File: src/rtl/fifo_burst_reader_if.sv
// Read-port and stream signals between fifo_burst_reader, the FIFO read side and the sink.
// master: the burst reader; slave: the FIFO/sink environment.
interface fifo_burst_reader_if #(
   parameter int unsigned DSIZE = 8
);
   logic             rd_en;
   logic [DSIZE-1:0] rd_data;
   logic [4:0]       rd_count;
   logic             empty;
   logic             almost_empty;
   logic             m_valid;
   logic             m_ready;
   logic [DSIZE-1:0] m_data;
   logic             m_last;

   modport master (
      output rd_en,
      output m_valid,
      output m_data,
      output m_last,
      input  rd_data,
      input  rd_count,
      input  empty,
      input  almost_empty,
      input  m_ready
   );

   modport slave (
      input  rd_en,
      input  m_valid,
      input  m_data,
      input  m_last,
      output rd_data,
      output rd_count,
      output empty,
      output almost_empty,
      output m_ready
   );
endinterface

File: src/rtl/fifo_burst_reader.sv
// Drains a dual-clock FIFO read port into valid/ready bursts of BURST_LEN words,
// flushing a partial burst after TIMEOUT idle cycles with data present.
module fifo_burst_reader #(
   parameter int unsigned DSIZE     = 8,
   parameter int unsigned BURST_LEN = 4,
   parameter int unsigned TIMEOUT   = 16,
   parameter int unsigned ALMOST    = 3
) (
   input  logic                i_rd_clk,
   input  logic                i_rd_rst,
   fifo_burst_reader_if.master io_bus,
   output logic                o_busy,
   output logic [15:0]         o_burst_cnt
);

   if (BURST_LEN < 1 || BURST_LEN > 16) begin : g_chk_len
      $error("fifo_burst_reader: BURST_LEN must be in 1..16");
   end
   if (TIMEOUT < 2) begin : g_chk_tmo
      $error("fifo_burst_reader: TIMEOUT must be >= 2");
   end
   if (ALMOST < 2) begin : g_chk_almost
      $error("fifo_burst_reader: ALMOST must be >= 2");
   end

   localparam int unsigned     TmoW      = $clog2(TIMEOUT);
   localparam logic [TmoW-1:0] TmoMax    = TmoW'(TIMEOUT - 1);
   localparam logic [4:0]      BurstLen5 = 5'(BURST_LEN);

   typedef enum logic [1:0] {StIdle, StRead, StDrain} state_e;

   state_e            r_state;
   state_e            w_state_nxt;
   logic [1:0]        r_settle;
   logic [TmoW-1:0]   r_tmo;
   logic [4:0]        r_len;
   logic [4:0]        r_remain;
   logic [4:0]        r_xfer;
   logic [DSIZE-1:0]  r_buf [2];
   logic              r_wptr;
   logic              r_rptr;
   logic [1:0]        r_cnt;
   logic              r_inflight;
   logic [15:0]       r_burst_cnt;

   logic              w_settled;
   logic              w_full;
   logic              w_tmo_hit;
   logic              w_start;
   logic [4:0]        w_len_nxt;
   logic              w_valid;
   logic              w_xfer;
   logic [2:0]        w_occ;
   logic              w_rd_en;
   logic              w_drain_done;

   // Decision inputs: rd_count lags, so IDLE waits out the settle window first.
   always_comb begin
      w_settled    = (r_settle == 2'd2);
      w_full       = (io_bus.rd_count >= BurstLen5);
      w_tmo_hit    = (r_tmo == TmoMax) && (io_bus.rd_count != 5'd0);
      w_start      = (r_state == StIdle) && w_settled && (w_full || w_tmo_hit);
      w_len_nxt    = w_full ? BurstLen5 : io_bus.rd_count;
      w_valid      = (r_cnt != 2'd0);
      w_xfer       = w_valid && io_bus.m_ready;
      w_drain_done = (r_cnt == 2'd0) && !r_inflight;
   end

   // Occupancy counts the word leaving this cycle so a free-flowing sink gets 1 word/cycle.
   always_comb begin
      w_occ   = {1'b0, r_cnt} + {2'b00, r_inflight} - {2'b00, w_xfer};
      w_rd_en = (r_state == StRead) && (r_remain != 5'd0) && !io_bus.empty &&
                (w_occ < 3'd2) && (!io_bus.almost_empty || !r_inflight) && !i_rd_rst;
   end

   always_ff @(posedge i_rd_clk) begin
      if (i_rd_rst) begin
         r_state <= StIdle;
      end else begin
         r_state <= w_state_nxt;
      end
   end

   always_comb begin
      w_state_nxt = r_state;
      unique case (r_state)
         StIdle: begin
            if (w_start) begin
               w_state_nxt = StRead;
            end
         end
         StRead: begin
            if (r_remain == 5'd0) begin
               w_state_nxt = StDrain;
            end
         end
         StDrain: begin
            if (w_drain_done) begin
               w_state_nxt = StIdle;
            end
         end
         default: w_state_nxt = StIdle;
      endcase
   end

   always_comb begin
      io_bus.rd_en   = w_rd_en;
      io_bus.m_valid = w_valid;
      io_bus.m_data  = r_buf[r_rptr];
      io_bus.m_last  = w_valid && ((r_xfer + 5'd1) == r_len);
      o_busy         = (r_state != StIdle);
      o_burst_cnt    = r_burst_cnt;
   end

   // IDLE bookkeeping: settle window and idle-with-data timeout.
   always_ff @(posedge i_rd_clk) begin
      if (i_rd_rst) begin
         r_settle <= 2'd0;
         r_tmo    <= '0;
      end else begin
         if (r_state != StIdle) begin
            r_settle <= 2'd0;
         end else if (!w_settled) begin
            r_settle <= r_settle + 2'd1;
         end

         if ((r_state != StIdle) || w_start || io_bus.empty) begin
            r_tmo <= '0;
         end else if (r_tmo != TmoMax) begin
            r_tmo <= r_tmo + TmoW'(1);
         end
      end
   end

   // Burst length, pops left to issue and words already handed downstream.
   always_ff @(posedge i_rd_clk) begin
      if (i_rd_rst) begin
         r_len       <= 5'd0;
         r_remain    <= 5'd0;
         r_xfer      <= 5'd0;
         r_burst_cnt <= 16'd0;
      end else begin
         if (w_start) begin
            r_len    <= w_len_nxt;
            r_remain <= w_len_nxt;
            r_xfer   <= 5'd0;
         end else begin
            if (w_rd_en) begin
               r_remain <= r_remain - 5'd1;
            end
            if (w_xfer) begin
               r_xfer <= r_xfer + 5'd1;
            end
         end

         if ((r_state == StDrain) && w_drain_done) begin
            r_burst_cnt <= r_burst_cnt + 16'd1;
         end
      end
   end

   // Two-entry skid buffer; the popped word appears on rd_data one cycle after rd_en.
   always_ff @(posedge i_rd_clk) begin
      if (i_rd_rst) begin
         r_buf[0]   <= '0;
         r_buf[1]   <= '0;
         r_wptr     <= 1'b0;
         r_rptr     <= 1'b0;
         r_cnt      <= 2'd0;
         r_inflight <= 1'b0;
      end else begin
         r_inflight <= w_rd_en;
         if (r_inflight) begin
            r_buf[r_wptr] <= io_bus.rd_data;
            r_wptr        <= ~r_wptr;
         end
         if (w_xfer) begin
            r_rptr <= ~r_rptr;
         end
         r_cnt <= r_cnt + {1'b0, r_inflight} - {1'b0, w_xfer};
      end
   end

endmodule

File: src/flat_wrapper.sv
// flat-port wrapper written by rule: the top's interface ports become plain ports
module fifo_burst_reader_flat 
#(
   parameter int unsigned DSIZE     = 8,
   parameter int unsigned BURST_LEN = 4,
   parameter int unsigned TIMEOUT   = 16,
   parameter int unsigned ALMOST    = 3
)
  (i_rd_clk, i_rd_rst, o_busy, o_burst_cnt, io_bus_rd_en, io_bus_m_valid, io_bus_m_data, io_bus_m_last, io_bus_rd_data, io_bus_rd_count, io_bus_empty, io_bus_almost_empty, io_bus_m_ready);
  fifo_burst_reader_if #(.DSIZE(DSIZE)) io_bus_i ();
  input  logic i_rd_clk;
  input  logic i_rd_rst;
  output logic o_busy;
  output logic [15:0] o_burst_cnt;
  output wire logic [$bits(io_bus_i.rd_en)-1:0] io_bus_rd_en;
  output wire logic [$bits(io_bus_i.m_valid)-1:0] io_bus_m_valid;
  output wire logic [$bits(io_bus_i.m_data)-1:0] io_bus_m_data;
  output wire logic [$bits(io_bus_i.m_last)-1:0] io_bus_m_last;
  input wire logic [$bits(io_bus_i.rd_data)-1:0] io_bus_rd_data;
  input wire logic [$bits(io_bus_i.rd_count)-1:0] io_bus_rd_count;
  input wire logic [$bits(io_bus_i.empty)-1:0] io_bus_empty;
  input wire logic [$bits(io_bus_i.almost_empty)-1:0] io_bus_almost_empty;
  input wire logic [$bits(io_bus_i.m_ready)-1:0] io_bus_m_ready;
  assign io_bus_rd_en = io_bus_i.rd_en;
  assign io_bus_m_valid = io_bus_i.m_valid;
  assign io_bus_m_data = io_bus_i.m_data;
  assign io_bus_m_last = io_bus_i.m_last;
  assign io_bus_i.rd_data = io_bus_rd_data;
  assign io_bus_i.rd_count = io_bus_rd_count;
  assign io_bus_i.empty = io_bus_empty;
  assign io_bus_i.almost_empty = io_bus_almost_empty;
  assign io_bus_i.m_ready = io_bus_m_ready;
  fifo_burst_reader #(.DSIZE(DSIZE), .BURST_LEN(BURST_LEN), .TIMEOUT(TIMEOUT), .ALMOST(ALMOST)) u_core (.i_rd_clk(i_rd_clk), .i_rd_rst(i_rd_rst), .io_bus(io_bus_i), .o_busy(o_busy), .o_burst_cnt(o_burst_cnt));
endmodule
File: config.mk
export PLATFORM = sky130hd
export DESIGN_NAME = fifo_burst_reader_flat
export DESIGN_NICKNAME = d
export VERILOG_FILES = /design/src/rtl/fifo_burst_reader_if.sv /design/src/rtl/fifo_burst_reader.sv /design/src/flat_wrapper.sv
export SDC_FILE = /design/constraint.sdc
export NUM_CORES = 1
export LEC_CHECK = 0
export BUFFER_PORTS_ARGS = -buffer_cell sky130_fd_sc_hd__clkbuf_2
export CAP_MARGIN = 5
export CORE_MARGIN = 1
export CORE_UTILIZATION = 40
export DETAILED_ROUTE_END_ITERATION = 8
export PLACE_DENSITY_LB_ADDON = 0.05
export SLEW_MARGIN = 25
export SYNTH_ARGS = -nofsm -noshare
export SYNTH_HDL_FRONTEND = slang
export SYNTH_SLANG_ARGS = --single-unit
export TNS_END_PERCENT = 5
File: constraint.sdc
create_clock -name i_rd_clk -period 9.15 [get_ports i_rd_clk]
set_clock_uncertainty 0.05 [all_clocks]
set_input_delay 0.915 -clock i_rd_clk [delete_from_list [all_inputs] [get_ports i_rd_clk]]
set_output_delay 0.915 -clock i_rd_clk [all_outputs]
set_load 0.005 [all_outputs]
==> results.cfg <==
[grt]
antenna_found_initial = 0
grt_pass1_vias = 2124
grt_pass1_wl_mm = 9.58
overflow = 0
grt.total_usage_pct = 16.6
grt_max_degree = 42

[sta]
period_share_pct = 47.8
finalSetupViolCount = 0
rsz0062_at_grt = false
slew_viol_final = 0
relSlewSlack_pct = 39.5
timing.hold.ws_ns = 0.394
max_freq_mhz = 229
fin_setup_tns_ns = 0
tightest_slew_ns = 0.900
hold_viol_final = 0
finalCriticalPeriod_ns = 4.37

[route]
drtIter0Drc = 68
dr.pass1.iters = 4
num_vias = 2260
routed_wl_mm = 5.65
viasPerCell = 5.02
post_drt_wl_per_cell_microns = 12.5
final_antenna_net_count = 0
drc = 0

[yosys]
yosysMostFrequentCell = dfxtp_1
synthesis.area_sq_um = 2880
netlist_top_cells_count = dfxtp_1, nor2_1, nand2_1
syn_inst = 302
ys_top_cells_by_area = dfxtp_1, edfxtp_1, xnor2_1, and2_1, nor2_1
yosys_warnings = 0
yosysSeqAreaShare_pct = 47.9
synth_enable_flop_cells = 16
synthArstFlopShare_pct = 0
synth_ff_type = dfxtp_1
postSynthRegisterBits = 61
avgSynthCellArea_sq_um = 9.55
synth_top_cell_area_share_pct = 31.2
synthesis.nets = 329
synth.distinct_cells = 48
yosysTopAreaCell = dfxtp_1

[worst_setup_path]
path_cells = clkbuf_2, o21ai_0, inv_1, ha_1, inv_1, ha_1, fa_1, a2111oi_0, nand4_1, inv_1, clkbuf_2
r2r_cells = 10
arrival_ns = 3.41
criticalPathCategory = in -> out
critPathSlowestCell = fa_1
cpPeakStageDelay_ns = 0.46
endpoint_kind = output pin
cpMostUsedCell = inv_1
start_kind = primary input
reg2reg_from = u_core.r_cnt[1]
r2r_slack_ns = 5.86
cp_data_required_time_ns = 8.19
crit_fanout = 6
timing.rr.end = u_core.r_remain[3]

[floorplan]
die_h_microns = 86.9
die_x_microns = 86.9
dieArea_sq_um = 7550
io-pin-count = 46
core-area_sq_um = 6870
fp-row-count = 30
start_util_pct = 42.0

[clock_network]
cts_setup_buffers = 0
clock_path_buffers = 2
clockRootBuffer = clkbuf_8
clk_latency_ns = 0.33
cts_hold_buf = 0
cts_sinks = 61
cts_tree = built
cts.reportedPaths.clkPinSlew_ns = 0.07
cts_buffers = 9
ctsResizeCount = 0
htreeDepth = 3

[pwr]
p_leak_nw = 1.33
power_density_nw_per_um2 = 208
total_power_mw = 0.704
vdd_drop_max_uv = 82.4

[worst_hold_path]
hold-path-cell-count = 2
hold_end = u_core.r_len[3]
hold_class = reg -> reg
min_from = u_core.r_len[3]

[place]
portBuffers = 45
post-dp-hpwl_mm = 3.93
gp_congestion = 0.787

[status]
status = finished clean

[cells_and_area]
area.growth.synth_to_final_pct = 17.3
fin_nets = 376
drive_gt1_share_pct = 21.2
n_antenna_cell = 0

[job]
cap_violations = 0
-- final cells by class --
class                      instances  area (sq um)
clock inverter                     4          47.5
inverter                          18          67.6
sequential                        61          1380
tap                               96           120
fill                             694          3490
multi-input combinational        214          1390
clock buffer                      12           155
timing repair buffer              45           225
-- logic make-up after synthesis --
| kind of cell | Yosys count | share of synthesized area, % |
|---|---|---|
| and+or+nand+nor | 131 | 24.4 |
| xor gates and xnor gates | 22 | 6.68 |
| adders and majority gates | 9 | 4.17 |
| buffers and inverters | 27 | 4.08 |
| muxes | 9 | 3.47 |
| DFF | 61 | 47.9 |
| AOI/OAI and AO/OA | 43 | 9.33 |
-- how the worst max path moves through the flow --
stage | start | endpoint | slack, ns | depth (start not counted)
4_1_cts | io_bus_m_ready | io_bus_rd_en | 4.76 | 11
5_1_grt | u_core.r_cnt[1] | io_bus_rd_en | 4.59 | 10
2_1_floorplan | io_bus_m_ready | io_bus_rd_en | 5.25 | 9
3_3_place_gp | io_bus_m_ready | io_bus_rd_en | 4.84 | 11
6_report | io_bus_m_ready | io_bus_rd_en | 4.78 | 11
3_5_place_dp | io_bus_m_ready | io_bus_rd_en | 4.78 | 11
-- metrics by stage --
step / instances / setup slack [ns] / utilization (%) / area, sq um
floorplan: 302 / 5.25 / - / 2880
global placement: 434 / 4.84 / 46.3 / 3180
detailed placement: 434 / 4.78 / 46.3 / 3180
CTS: 450 / 4.76 / 49.2 / 3380
global route: 450 / 4.59 / 49.2 / 3380
finish: 450 / 4.78 / 49.2 / 3380
-- worst max-delay path: cells and delay by family --
kind | cells | cell delay, ns
adder cells (fa/ha/maj) | 3 | 0.97
buffers and inverters | 5 | 0.65
AO/OA/AOI/OAI | 2 | 0.58
AND/OR/NAND/NOR | 1 | 0.29
-- sequential cells by signal, summed over array words and instances (netlist names), 2 cells and up, named ones only --
signal              count
u_core.o_burst_cnt     16
u_core.r_buf           16
u_core.r_cnt            2
u_core.r_len            5
u_core.r_remain         5
u_core.r_settle         2
u_core.r_state          2
u_core.r_tmo            4
u_core.r_xfer           5
-- power by group --
part	switching (mW)	leakage [nW]	internal, mW
clock network	0.102	0.102	0.140
logic	0.0769	0.697	0.0644
registers	0.0233	0.529	0.298
-- routing by layer --
layer  vias up  routed length (microns)  track usage (%)
li1       1162                        -                -
met1      1037                     2750             22.3
met2        53                     2500             25.8
met3         8                      302             3.03
met4         0                       91             7.73
met5         -                        0                0
-- cell usage in the layout (no fill, tap or decap), drive strengths merged, types with 3 or more instances in the layout --
cell type and n:
nand3 12, inv 18, clkbuf 57, dfxtp 45, or3 7, a21oi 17, nor3b 4, and2 17
nand2b 4, ha 8, mux2 8, edfxtp 16, nand4 7, nor2 27, xnor2 14, nor3 10
or4 4, o31ai 3, and3 3, o21ai 9, nor2b 5, nand2 21, xor2 8
Note: power is estimated with default switching activity, not from simulation.
